File: src/rtl/cmd_tx.sv
// Serialises one write/tick command per handshake into ASCII bytes for the simulation I/O parser.
// Optional feature macro: CMD_TX_HACK_EN (type 3 emits "h\n"; otherwise type 3 is accepted and dropped).
`timescale 1ns/1ps
module cmd_tx #(
  parameter int VW = 16
) (
  input  logic          clk,
  input  logic          rst,
  input  logic          cmd_valid,
  output logic          cmd_ready,
  input  logic [1:0]    cmd_type,
  input  logic [1:0]    cmd_id,
  input  logic [3:0]    cmd_index,
  input  logic [VW-1:0] cmd_value,
  output logic [7:0]    tx_data,
  output logic          tx_valid,
  input  logic          tx_ready,
  output logic          busy
);
  localparam int ND = (VW * 301 + 999) / 1000;
  localparam int BW = 4 * ND;
  localparam int CW = $clog2(VW + 1);

  typedef enum logic [3:0] {
    S_IDLE, S_OP, S_SP1, S_ID1, S_ID0, S_SP2, S_IDX1, S_IDX0,
    S_SP3, S_BIN, S_CONV, S_DEC, S_NL
  } state_t;

  state_t        r_state;
  logic          r_cmd_ready;
  logic          r_busy;
  logic          r_tx_valid;
  logic [7:0]    r_tx_data;
  logic [1:0]    r_type;
  logic [1:0]    r_id;
  logic [3:0]    r_idx;
  logic [VW-1:0] r_val;
  logic [BW-1:0] r_bcd;
  logic [CW-1:0] r_cnt;

  logic          w_accept;
  logic          w_fire;
  logic          w_drop;
  logic [BW-1:0] w_bcd_step;
  logic [BW-1:0] w_bcd_align;
  logic [BW-1:0] w_bcd_sh;
  logic [CW-1:0] w_nsig;

  // One double-dabble step: correct every BCD digit, then shift in the next binary bit.
  function automatic logic [BW-1:0] f_dabble(input logic [BW-1:0] b, input logic bit_in);
    logic [BW-1:0] a;
    a = b;
    for (int i = 0; i < ND; i++)
      if (a[4*i +: 4] >= 4'd5) a[4*i +: 4] = a[4*i +: 4] + 4'd3;
    return {a[BW-2:0], bit_in};
  endfunction

  // Number of significant decimal digits; zero still counts as one digit.
  function automatic logic [CW-1:0] f_nsig(input logic [BW-1:0] b);
    logic [CW-1:0] n;
    n = CW'(1);
    for (int i = 0; i < ND; i++)
      if (b[4*i +: 4] != 4'd0) n = CW'(i + 1);
    return n;
  endfunction

  function automatic logic [7:0] f_op(input logic [1:0] t);
    case (t)
      2'd0:    return 8'h62;
      2'd1:    return 8'h66;
      2'd2:    return 8'h74;
      default: return 8'h68;
    endcase
  endfunction

  assign w_accept    = cmd_valid & r_cmd_ready;
  assign w_fire      = r_tx_valid & tx_ready;
`ifdef CMD_TX_HACK_EN
  assign w_drop      = 1'b0;
`else
  assign w_drop      = (cmd_type == 2'd3);
`endif
  assign w_bcd_step  = f_dabble(r_bcd, r_val[VW-1]);
  assign w_nsig      = f_nsig(w_bcd_step);
  // Left-align the most significant non-zero digit so DEC always emits from the top nibble.
  assign w_bcd_align = w_bcd_step << (4 * (ND - int'(w_nsig)));
  assign w_bcd_sh    = r_bcd << 4;

  assign cmd_ready = r_cmd_ready;
  assign busy      = r_busy;
  assign tx_valid  = r_tx_valid;
  assign tx_data   = r_tx_data;

  always_ff @(posedge clk or negedge rst) begin
    if (!rst) begin
      r_state     <= S_IDLE;
      r_cmd_ready <= 1'b0;
      r_busy      <= 1'b0;
      r_tx_valid  <= 1'b0;
      r_tx_data   <= 8'h00;
      r_type      <= 2'd0;
      r_id        <= 2'd0;
      r_idx       <= 4'd0;
      r_val       <= '0;
      r_bcd       <= '0;
      r_cnt       <= '0;
    end else begin
      case (r_state)
        S_IDLE: begin
          if (w_accept) begin
            r_type      <= cmd_type;
            r_id        <= cmd_id;
            r_idx       <= cmd_index;
            r_val       <= cmd_value;
            r_cmd_ready <= 1'b0;
            r_busy      <= 1'b1;
            if (!w_drop) begin
              r_state    <= S_OP;
              r_tx_valid <= 1'b1;
              r_tx_data  <= f_op(cmd_type);
            end
          end else begin
            r_cmd_ready <= 1'b1;
            r_busy      <= 1'b0;
          end
        end
        S_OP: if (w_fire) begin
          if (r_type[1]) begin
            r_state   <= S_NL;
            r_tx_data <= 8'h0A;
          end else begin
            r_state   <= S_SP1;
            r_tx_data <= 8'h20;
          end
        end
        S_SP1: if (w_fire) begin
          r_state   <= S_ID1;
          r_tx_data <= {7'h18, r_id[1]};
        end
        S_ID1: if (w_fire) begin
          r_state   <= S_ID0;
          r_tx_data <= {7'h18, r_id[0]};
        end
        S_ID0: if (w_fire) begin
          r_state   <= S_SP2;
          r_tx_data <= 8'h20;
        end
        S_SP2: if (w_fire) begin
          if (r_idx >= 4'd10) begin
            r_state   <= S_IDX1;
            r_tx_data <= 8'h31;
          end else begin
            r_state   <= S_IDX0;
            r_tx_data <= {4'h3, r_idx};
          end
        end
        S_IDX1: if (w_fire) begin
          r_state   <= S_IDX0;
          r_tx_data <= {4'h3, r_idx - 4'd10};
        end
        S_IDX0: if (w_fire) begin
          r_state   <= S_SP3;
          r_tx_data <= 8'h20;
        end
        S_SP3: if (w_fire) begin
          if (r_type == 2'd0) begin
            r_state   <= S_BIN;
            r_tx_data <= {7'h18, r_val[VW-1]};
            r_val     <= r_val << 1;
            r_cnt     <= CW'(VW - 1);
          end else begin
            r_state    <= S_CONV;
            r_tx_valid <= 1'b0;
            r_tx_data  <= 8'h00;
            r_bcd      <= '0;
            r_cnt      <= CW'(VW);
          end
        end
        S_BIN: if (w_fire) begin
          if (r_cnt == '0) begin
            r_state   <= S_NL;
            r_tx_data <= 8'h0A;
          end else begin
            r_tx_data <= {7'h18, r_val[VW-1]};
            r_val     <= r_val << 1;
            r_cnt     <= r_cnt - CW'(1);
          end
        end
        S_CONV: begin
          r_val <= r_val << 1;
          if (r_cnt == CW'(1)) begin
            r_state    <= S_DEC;
            r_bcd      <= w_bcd_align;
            r_cnt      <= w_nsig - CW'(1);
            r_tx_valid <= 1'b1;
            r_tx_data  <= {4'h3, w_bcd_align[BW-1 -: 4]};
          end else begin
            r_bcd <= w_bcd_step;
            r_cnt <= r_cnt - CW'(1);
          end
        end
        S_DEC: if (w_fire) begin
          if (r_cnt == '0) begin
            r_state   <= S_NL;
            r_tx_data <= 8'h0A;
          end else begin
            r_bcd     <= w_bcd_sh;
            r_tx_data <= {4'h3, w_bcd_sh[BW-1 -: 4]};
            r_cnt     <= r_cnt - CW'(1);
          end
        end
        S_NL: if (w_fire) begin
          r_state     <= S_IDLE;
          r_tx_valid  <= 1'b0;
          r_tx_data   <= 8'h00;
          r_busy      <= 1'b0;
          r_cmd_ready <= 1'b1;
        end
        default: r_state <= S_IDLE;
      endcase
    end
  end
endmodule

File: config.mk
export PLATFORM = sky130hd
export DESIGN_NAME = cmd_tx
export DESIGN_NICKNAME = d
export VERILOG_FILES = /design/src/rtl/cmd_tx.sv
export SDC_FILE = /design/constraint.sdc
export NUM_CORES = 1
export LEC_CHECK = 0
export CAP_MARGIN = 10
export CORE_ASPECT_RATIO = 1.25
export CORE_MARGIN = 4
export CORE_UTILIZATION = 45
export DETAILED_ROUTE_END_ITERATION = 7
export PLACE_DENSITY = 0.67
export SYNTH_ARGS = -nofsm -noshare
export SYNTH_HDL_FRONTEND = slang
export SYNTH_SLANG_ARGS = --single-unit
File: constraint.sdc
create_clock -name clk -period 3.7 [get_ports clk]
set_input_delay 0.37 -clock clk [delete_from_list [all_inputs] [get_ports clk]]
set_output_delay 0.37 -clock clk [all_outputs]
set_load 0.01 [all_outputs]
==> results.tsv, run 1 <==
stage	metric	value	unit
placement	Place WS	0.164	ns
setup_path	Critical Path RT	3.92	ns
cts	worst skew pair latency	0.33	ns
logic_synthesis	EDFF count, synth	0	
run_status	outcome	finished, final reports clean	
logic_synthesis	YS warnings	0	
setup_path	r2r worst-path depth	13	
finish	layout cells sized above 1	11.1	%
floorplanning	Core ar.	0.0102	mm^2
cts	CTS Root Cell	clkbuf_16	
cts	Reg clk slew, reported paths	0.06	ns
logic_synthesis	Synth top area share	33.3	%
logic_synthesis	Syn Area/Cell	8.23	um^2
grt	vias in the first global route	4578	
finish	antenna cells	0	
cts	cts bufs inserted	9	
setup_path	WS Path Type	reg -> reg	
floorplanning	Die Ht	123	um
run	max cap viols	0	
cts	CTS tree	built	
detailed_routing	drc violations	0	
floorplanning	top-level I/O count	39	
setup_path	CP Data Arrival Time	3.75	ns
cts	htree depth	3	
timing	Final min period	3.54	ns
logic_synthesis	Synth Register Bits	63	
logic_synthesis	Post-Synthesis Cells	575	
timing	Setup violations, final	0	
placement	GP Congestion	0.957	
setup_path	CP Launch Type	flip-flop	
logic_synthesis	Syn Nets	622	
timing	Final Hold Viols	0	
setup_path	R2R setup slack	0.16	ns
logic_synthesis	Yosys cell types	71	
detailed_routing	first drt pass iteration count	4	
setup_path	Critical Path Start	r_bcd[16]$_DFFE_PN0P_	
placement	DP HPWL	10700	um
placement	IO buf count	37	
cts	CTS resizes	0	
logic_synthesis	top_reg_cell synth	dfrtp_1	
setup_path	Reg2Reg Launch Point	r_bcd[16]$_DFFE_PN0P_	
power_and_ir_drop	leakage power	0.00242	uW
setup_path	critical path peak fanout	7	
timing	clk_skew	0.00421	ns
cts	CTS Hold Bufs	0	
power_and_ir_drop	VDD IR max	0.491	mV
cts	setup bufs post-CTS	0	
timing	fin. max-slew vios	0	
floorplanning	initial core utilization	46.4	%
setup_path	crit end category	flip-flop	
detailed_routing	WL final	14100	um
grt	largest net degree at the start of global routing	42	
cts	clk sink count	63	
finish	nets@finish	665	
timing	setup ws final	0.161	ns
logic_synthesis	Netlist Area Pre-Place	0.00473	mm^2
grt	GRT Resource Usage Total	24.0	%
grt	first-pass GRT wire length	23100	um
detailed_routing	Routed WL per cell	18.7	um
setup_path	crit path to	r_bcd[14]$_DFFE_PN0P_	
timing	period utilisation layout	95.7	%
timing	RSZ-0062 raised after global routing	true	
setup_path	reg-to-reg endpoint	r_bcd[14]$_DFFE_PN0P_	
logic_synthesis	most area-consuming cells after synthesis	dfrtp_1 (33%), o21ai_0 (6.3%), nand2_1 (5.3%)	
floorplanning	Site Rows	41	
detailed_routing	vias after detailed routing	4577	
timing	TNS Setup	0	ns
timing	FMAX	283	MHz
grt	initial antenna violation count	0	
detailed_routing	via/cell ratio	6.09	
logic_synthesis	largest area contributor in the netlist	dfrtp_1	
timing	Tightest Pin Transition	1.07	ns
grt	overflow left after global routing	0	
floorplanning	Die X	99.7	um
power_and_ir_drop	pwr dens	878	mW/mm^2
logic_synthesis	sequential share of the synthesized area	33.3	%
detailed_routing	1st-iter DRT viols	212	
detailed_routing	Routed Antenna Nets	0	
floorplanning	die area	0.0122	mm^2
cts	worst-case clock buffer depth	2	
worst_hold_path	hold crit path type	in -> async	
finish	area grow syn2layout	19.1	%
timing	max_slew headroom	28.6	%
logic_synthesis	FFs w/ async S/R, synth	100	%
-- Yosys cell counts, types with 7 or more instances --
cell type	instances
dfrtp_1	63
ha_1	19
mux2_2	9
o21ai_0	60
nand2b_1	10
a211oi_1	7
nor3b_1	10
nand3_1	7
inv_1	24
mux2i_1	24
nand2_1	67
nor2_1	58
clkbuf_1	26
xnor2_1	7
nor2b_1	10
o221ai_1	8
a21oi_1	48
-- flip-flops by register name (all words and copies together) (netlist names) --
name / count
busy: 1
cmd_ready: 1
r_bcd: 20
r_cnt: 5
r_id: 2
r_idx: 4
r_state: 4
r_type: 2
r_val: 16
tx_data: 7
tx_valid: 1
-- cells in the final DEF (no fill, tap or decap), types with 19 or more instances in the layout --
cell type | netlist | routed
a21oi_1 | 48 | 47
buf_4 | 1 | 25
clkdlybuf4s50_1 | 0 | 36
dfrtp_1 | 63 | 63
ha_1 | 19 | 19
inv_1 | 24 | 24
mux2i_1 | 24 | 24
nand2_1 | 67 | 67
nor2_1 | 58 | 57
o21ai_0 | 60 | 60
-- metal layers --
layer	up-vias	track usage [%]	share of wire, %
li1	2186	-	-
met1	2194	28.1	41
met2	155	41.8	51
met3	42	4.49	4.9
met4	0	12.0	3.8
met5	-	0	0
-- power by group --
| part | switching (uW) | internal, uW | total, uW |
|---|---|---|---|
| registers | 375 | 1010 | 1380 |
| clock network | 331 | 522 | 853 |
| logic | 1580 | 1130 | 2710 |
-- worst min-delay path by stage --
| stage | from | to | slack [ns] | cells after the start |
|---|---|---|---|---|
| finish | rst | tx_data[2]$_DFFE_PN0P_ | 0.18 | 1 |
| global route | rst | r_idx[1]$_DFFE_PN0P_ | 0.25 | 1 |
| CTS | rst | tx_data[2]$_DFFE_PN0P_ | 0.21 | 1 |
| detailed placement | r_val[9]$_DFFE_PN0P_ | r_val[9]$_DFFE_PN0P_ | 0.47 | 2 |
| global placement | busy$_DFFE_PN0P_ | busy$_DFFE_PN0P_ | 0.46 | 1 |
| floorplan | rst | busy$_DFFE_PN0P_ | 0.07 | 0 |
-- cell type report --
class                      instances  area [um^2]
multi-input combinational        457         2950
clock inverter                     7         72.6
fill                             965         4570
clock buffer                       9          225
sequential                        63         1580
inverter                          25         93.8
tap                              129          161
timing repair buffer              62          553
-- critical path, cell delays in order (launching register included) --
cell	delay, ns
dfrtp_1	0.45
inv_1	0.12
ha_1	0.21
nand2b_1	0.09
a2111o_1	0.44
a221o_1	0.41
nor4_4	0.26
buf_4	0.19
ha_1	0.28
nand2_1	0.21
nor2_4	0.08
and2_4	0.18
and3_1	0.17
o32a_1	0.32
-- kinds of logic after synthesis --
| group | after synthesis | synth area share (%) |
|---|---|---|
| adder cells (fa/ha/maj) | 19 | 5.02 |
| flip-flops | 63 | 33.3 |
| AND/OR/NAND/NOR | 204 | 21.6 |
| buffers and inverters | 55 | 4.78 |
| multiplexers | 33 | 7.22 |
| other | 1 | 0.0792 |
| AO/OA/AOI/OAI | 193 | 26.7 |
| XOR/XNOR | 7 | 1.30 |
-- metrics by stage --
step	hold WS, ns	area (um^2)	utilization [%]	std cells	total power (uW)
2_1_floorplan	0.0744	4740	-	575	3190
3_3_place_gp	0.460	5320	52.1	736	4000
3_5_place_dp	0.470	5320	52.1	736	4060
4_1_cts	0.207	5620	55.0	752	4940
5_1_grt	0.253	5640	55.2	752	5330
6_report	0.183	5640	55.2	752	4950
No activity file was read; power rests on OpenSTA's default activity.
==> run 2, diff against run 1 <==
--- a/config.mk
+++ b/config.mk
@@ -6,7 +6,6 @@
 export NUM_CORES = 1
 export LEC_CHECK = 0
 export CAP_MARGIN = 10
-export CORE_ASPECT_RATIO = 1.25
 export CORE_MARGIN = 4
 export CORE_UTILIZATION = 45
 export DETAILED_ROUTE_END_ITERATION = 7
==> run 2 against run 1 <==
Sequential share of layout area up 0.43 points. First-iteration DRC count up 37%. Global-route usage down 1.3 points. Fmax down 0.55%. Clock skew up 0.016 ns. Clock power down 18%. Die area about the same. Non-clock buffer count down 4. Register-to-register slack worse by 0.02 ns. Critical path type unchanged. Largest cell class unchanged.
==> results.tsv, run 2 (synthesis gave the netlist of run 1 again) <==
stage	metric	value	unit
run_status	outcome	finished, final reports clean	
detailed_routing	via/cell ratio	6.03	
cts	cts bufs inserted	9	
setup_path	Critical Path RT	3.94	ns
detailed_routing	met1 WL	6350	um
finish	Filler cells	1005	
power_and_ir_drop	leakage power	0.00237	uW
floorplanning	top-level I/O count	39	
finish	area grow syn2layout	17.4	%
setup_path	r2r worst-path depth	13	
setup_path	slowest stage delay, CP	0.45	ns
detailed_routing	WL final	14000	um
timing	max_slew headroom	24.9	%
cts	worst skew pair latency	0.37	ns
cts	CTS Root Cell	clkbuf_8	
cts	worst-case clock buffer depth	2	
run	max cap viols	0	
setup_path	CP Cell Sequence	inv_1 > ha_1 > nand2b_1 > a2111o_1 > a221o_1 > nor4_4 > nand2_4 > ha_2 > inv_1 > a22oi_2 > nor3_2 > a2111oi_2 > o31ai_1	
detailed_routing	Routed WL per cell	18.5	um
grt	vias in the first global route	4463	
floorplanning	die area	0.0122	mm^2
grt	GRT Resource Usage Total	22.7	%
placement	GP Congestion	0.925	
grt	initial antenna violation count	0	
grt	overflow left after global routing	0	
timing	RSZ-0062 raised after global routing	true	
timing	Final min period	3.56	ns
timing	TNS Setup	0	ns
setup_path	WS Path Type	reg -> reg	
timing	period utilisation layout	96.2	%
detailed_routing	top sig layer	met4	
detailed_routing	Met2 Wirelength	6610	um
setup_path	CP Data Arrival Time	3.80	ns
finish	max reg flops	20	
power_and_ir_drop	overall power	4770	uW
cts	Reg clk slew, reported paths	0.09	ns
detailed_routing	met3 wire len	670	um
timing	FMAX	281	MHz
finish	antenna cells	0	
finish	most common library cell in the layout ignoring fill and taps	nand2_1	
detailed_routing	drc violations	0	
setup_path	R2R setup slack	0.14	ns
timing	fin. max-slew vios	0	
floorplanning	Core ar.	0.0103	mm^2
detailed_routing	1st-iter DRT viols	291	
detailed_routing	vias after detailed routing	4555	
detailed_routing	first drt pass iteration count	5	
floorplanning	Die X	111	um
cts	clk sink count	63	
grt	first-pass GRT wire length	22900	um
finish	nets@finish	661	
setup_path	Critical-path top delay cell	dfrtp_2	
cts	htree depth	3	
cts	CTS tree	built	
power_and_ir_drop	pwr dens	859	mW/mm^2
finish	layout cells sized above 1	11.3	%
setup_path	crit end category	flip-flop	
detailed_routing	Routed Antenna Nets	0	
timing	clk_skew	0.0205	ns
floorplanning	initial core utilization	46.1	%
timing	Setup violations, final	0	
timing	Final Hold Viols	0	
setup_path	critical path peak fanout	5	
finish	Top reg by flops	r_bcd	
floorplanning	Die Ht	111	um
setup_path	Reg2Reg Launch Point	r_bcd[16]$_DFFE_PN0P_	
worst_hold_path	hold crit path type	in -> async	
timing	final hold slack	0.169	ns
power_and_ir_drop	VDD IR max	0.458	mV
grt	largest net degree at the start of global routing	42	
timing	Tightest Pin Transition	1.13	ns
placement	IO buf count	37	
setup_path	reg-to-reg endpoint	r_bcd[17]$_DFFE_PN0P_	
floorplanning	Site Rows	37	
setup_path	CP Launch Type	flip-flop	
finish	commonest non-fill, non-tap cells in the layout	nand2_1 (66), dfrtp_1 (62), o21ai_0 (60)	
placement	DP HPWL	10200	um
setup_path	Crit path top cell by count	inv_1	
-- run 2: cell count changes in the layout (fill, tap and decap cells not counted), sizes merged --
cell / change
bufinv: +1
buf: -4
inv: -1
-- run 2: worst max-delay path: cells and delay by family (launching register included) --
family | cells | cell delay [ns]
buf+inv | 2 | 0.17
flops | 1 | 0.45
simple gates | 4 | 0.68
fa+ha+maj | 2 | 0.60
compound gates | 5 | 1.52
-- run 2: per-stage QoR --
stage	util [%]	instances	cell area (um^2)	setup WS, ns
final	54.1	755	5560	0.141
after global routing	54.1	755	5560	-0.0882
after CTS	53.6	753	5510	0.113
after detailed placement	51.4	737	5290	0.148
after global placement	51.4	737	5290	0.298
after floorplan	-	575	4740	0.101
-- run 2: worst max-delay path by stage --
stage,end,cells past startpoint,slack (ns),from
finish,r_bcd[17]$_DFFE_PN0P_,13,0.14,r_bcd[16]$_DFFE_PN0P_
global route,r_bcd[17]$_DFFE_PN0P_,13,-0.09,r_bcd[16]$_DFFE_PN0P_
CTS,r_bcd[17]$_DFFE_PN0P_,13,0.11,r_bcd[16]$_DFFE_PN0P_
detailed placement,r_bcd[17]$_DFFE_PN0P_,13,0.15,r_bcd[16]$_DFFE_PN0P_
global placement,r_bcd[16]$_DFFE_PN0P_,10,0.30,r_bcd[16]$_DFFE_PN0P_
floorplan,r_bcd[17]$_DFFE_PN0P_,14,0.10,r_bcd[16]$_DFFE_PN0P_
-- run 2: what timing repair did --
action / in CTS / in global routing
hold buffers: 0 / 0
resized for setup: 0 / 10
setup buffers: 0 / 2
setup endpoints to repair: 0 / 7
hold endpoints to repair: 0 / 0
-- run 2: power breakdown --
part           switching (uW)  total [uW]  internal (uW)
sequential                369        1380           1010
combinational            1590        2690           1110
clock                     323         703            380
-- run 2: metal layers --
metal | GRT usage [%] | vias to the layer above
met5 | 0 | -
met4 | 8.87 | 0
met3 | 3.89 | 36
met2 | 36.8 | 150
met1 | 30.2 | 2196
li1 | - | 2173
-- run 2: area by class of cell --
| type | count | area (um^2) | share of cell area [%] |
|---|---|---|---|
| Multi-Input combinational cell | 457 | 2970 | 53.4 |
| Sequential cell | 63 | 1580 | 28.4 |
| Timing Repair Buffer | 58 | 523 | 9.41 |
| Tap cell | 136 | 170 | 3.06 |
| Clock buffer | 9 | 124 | 2.23 |
| Clock inverter | 7 | 97.6 | 1.76 |
| Inverter | 25 | 93.8 | 1.69 |
==> run 3, diff against run 2 <==
--- a/config.mk
+++ b/config.mk
@@ -10,6 +10,7 @@
 export CORE_UTILIZATION = 45
 export DETAILED_ROUTE_END_ITERATION = 7
 export PLACE_DENSITY = 0.67
+export SLEW_MARGIN = 5
 export SYNTH_ARGS = -nofsm -noshare
 export SYNTH_HDL_FRONTEND = slang
 export SYNTH_SLANG_ARGS = --single-unit
==> results of run 3 <==
No change in the layout: final DEF, timing and power equal those of run 2.
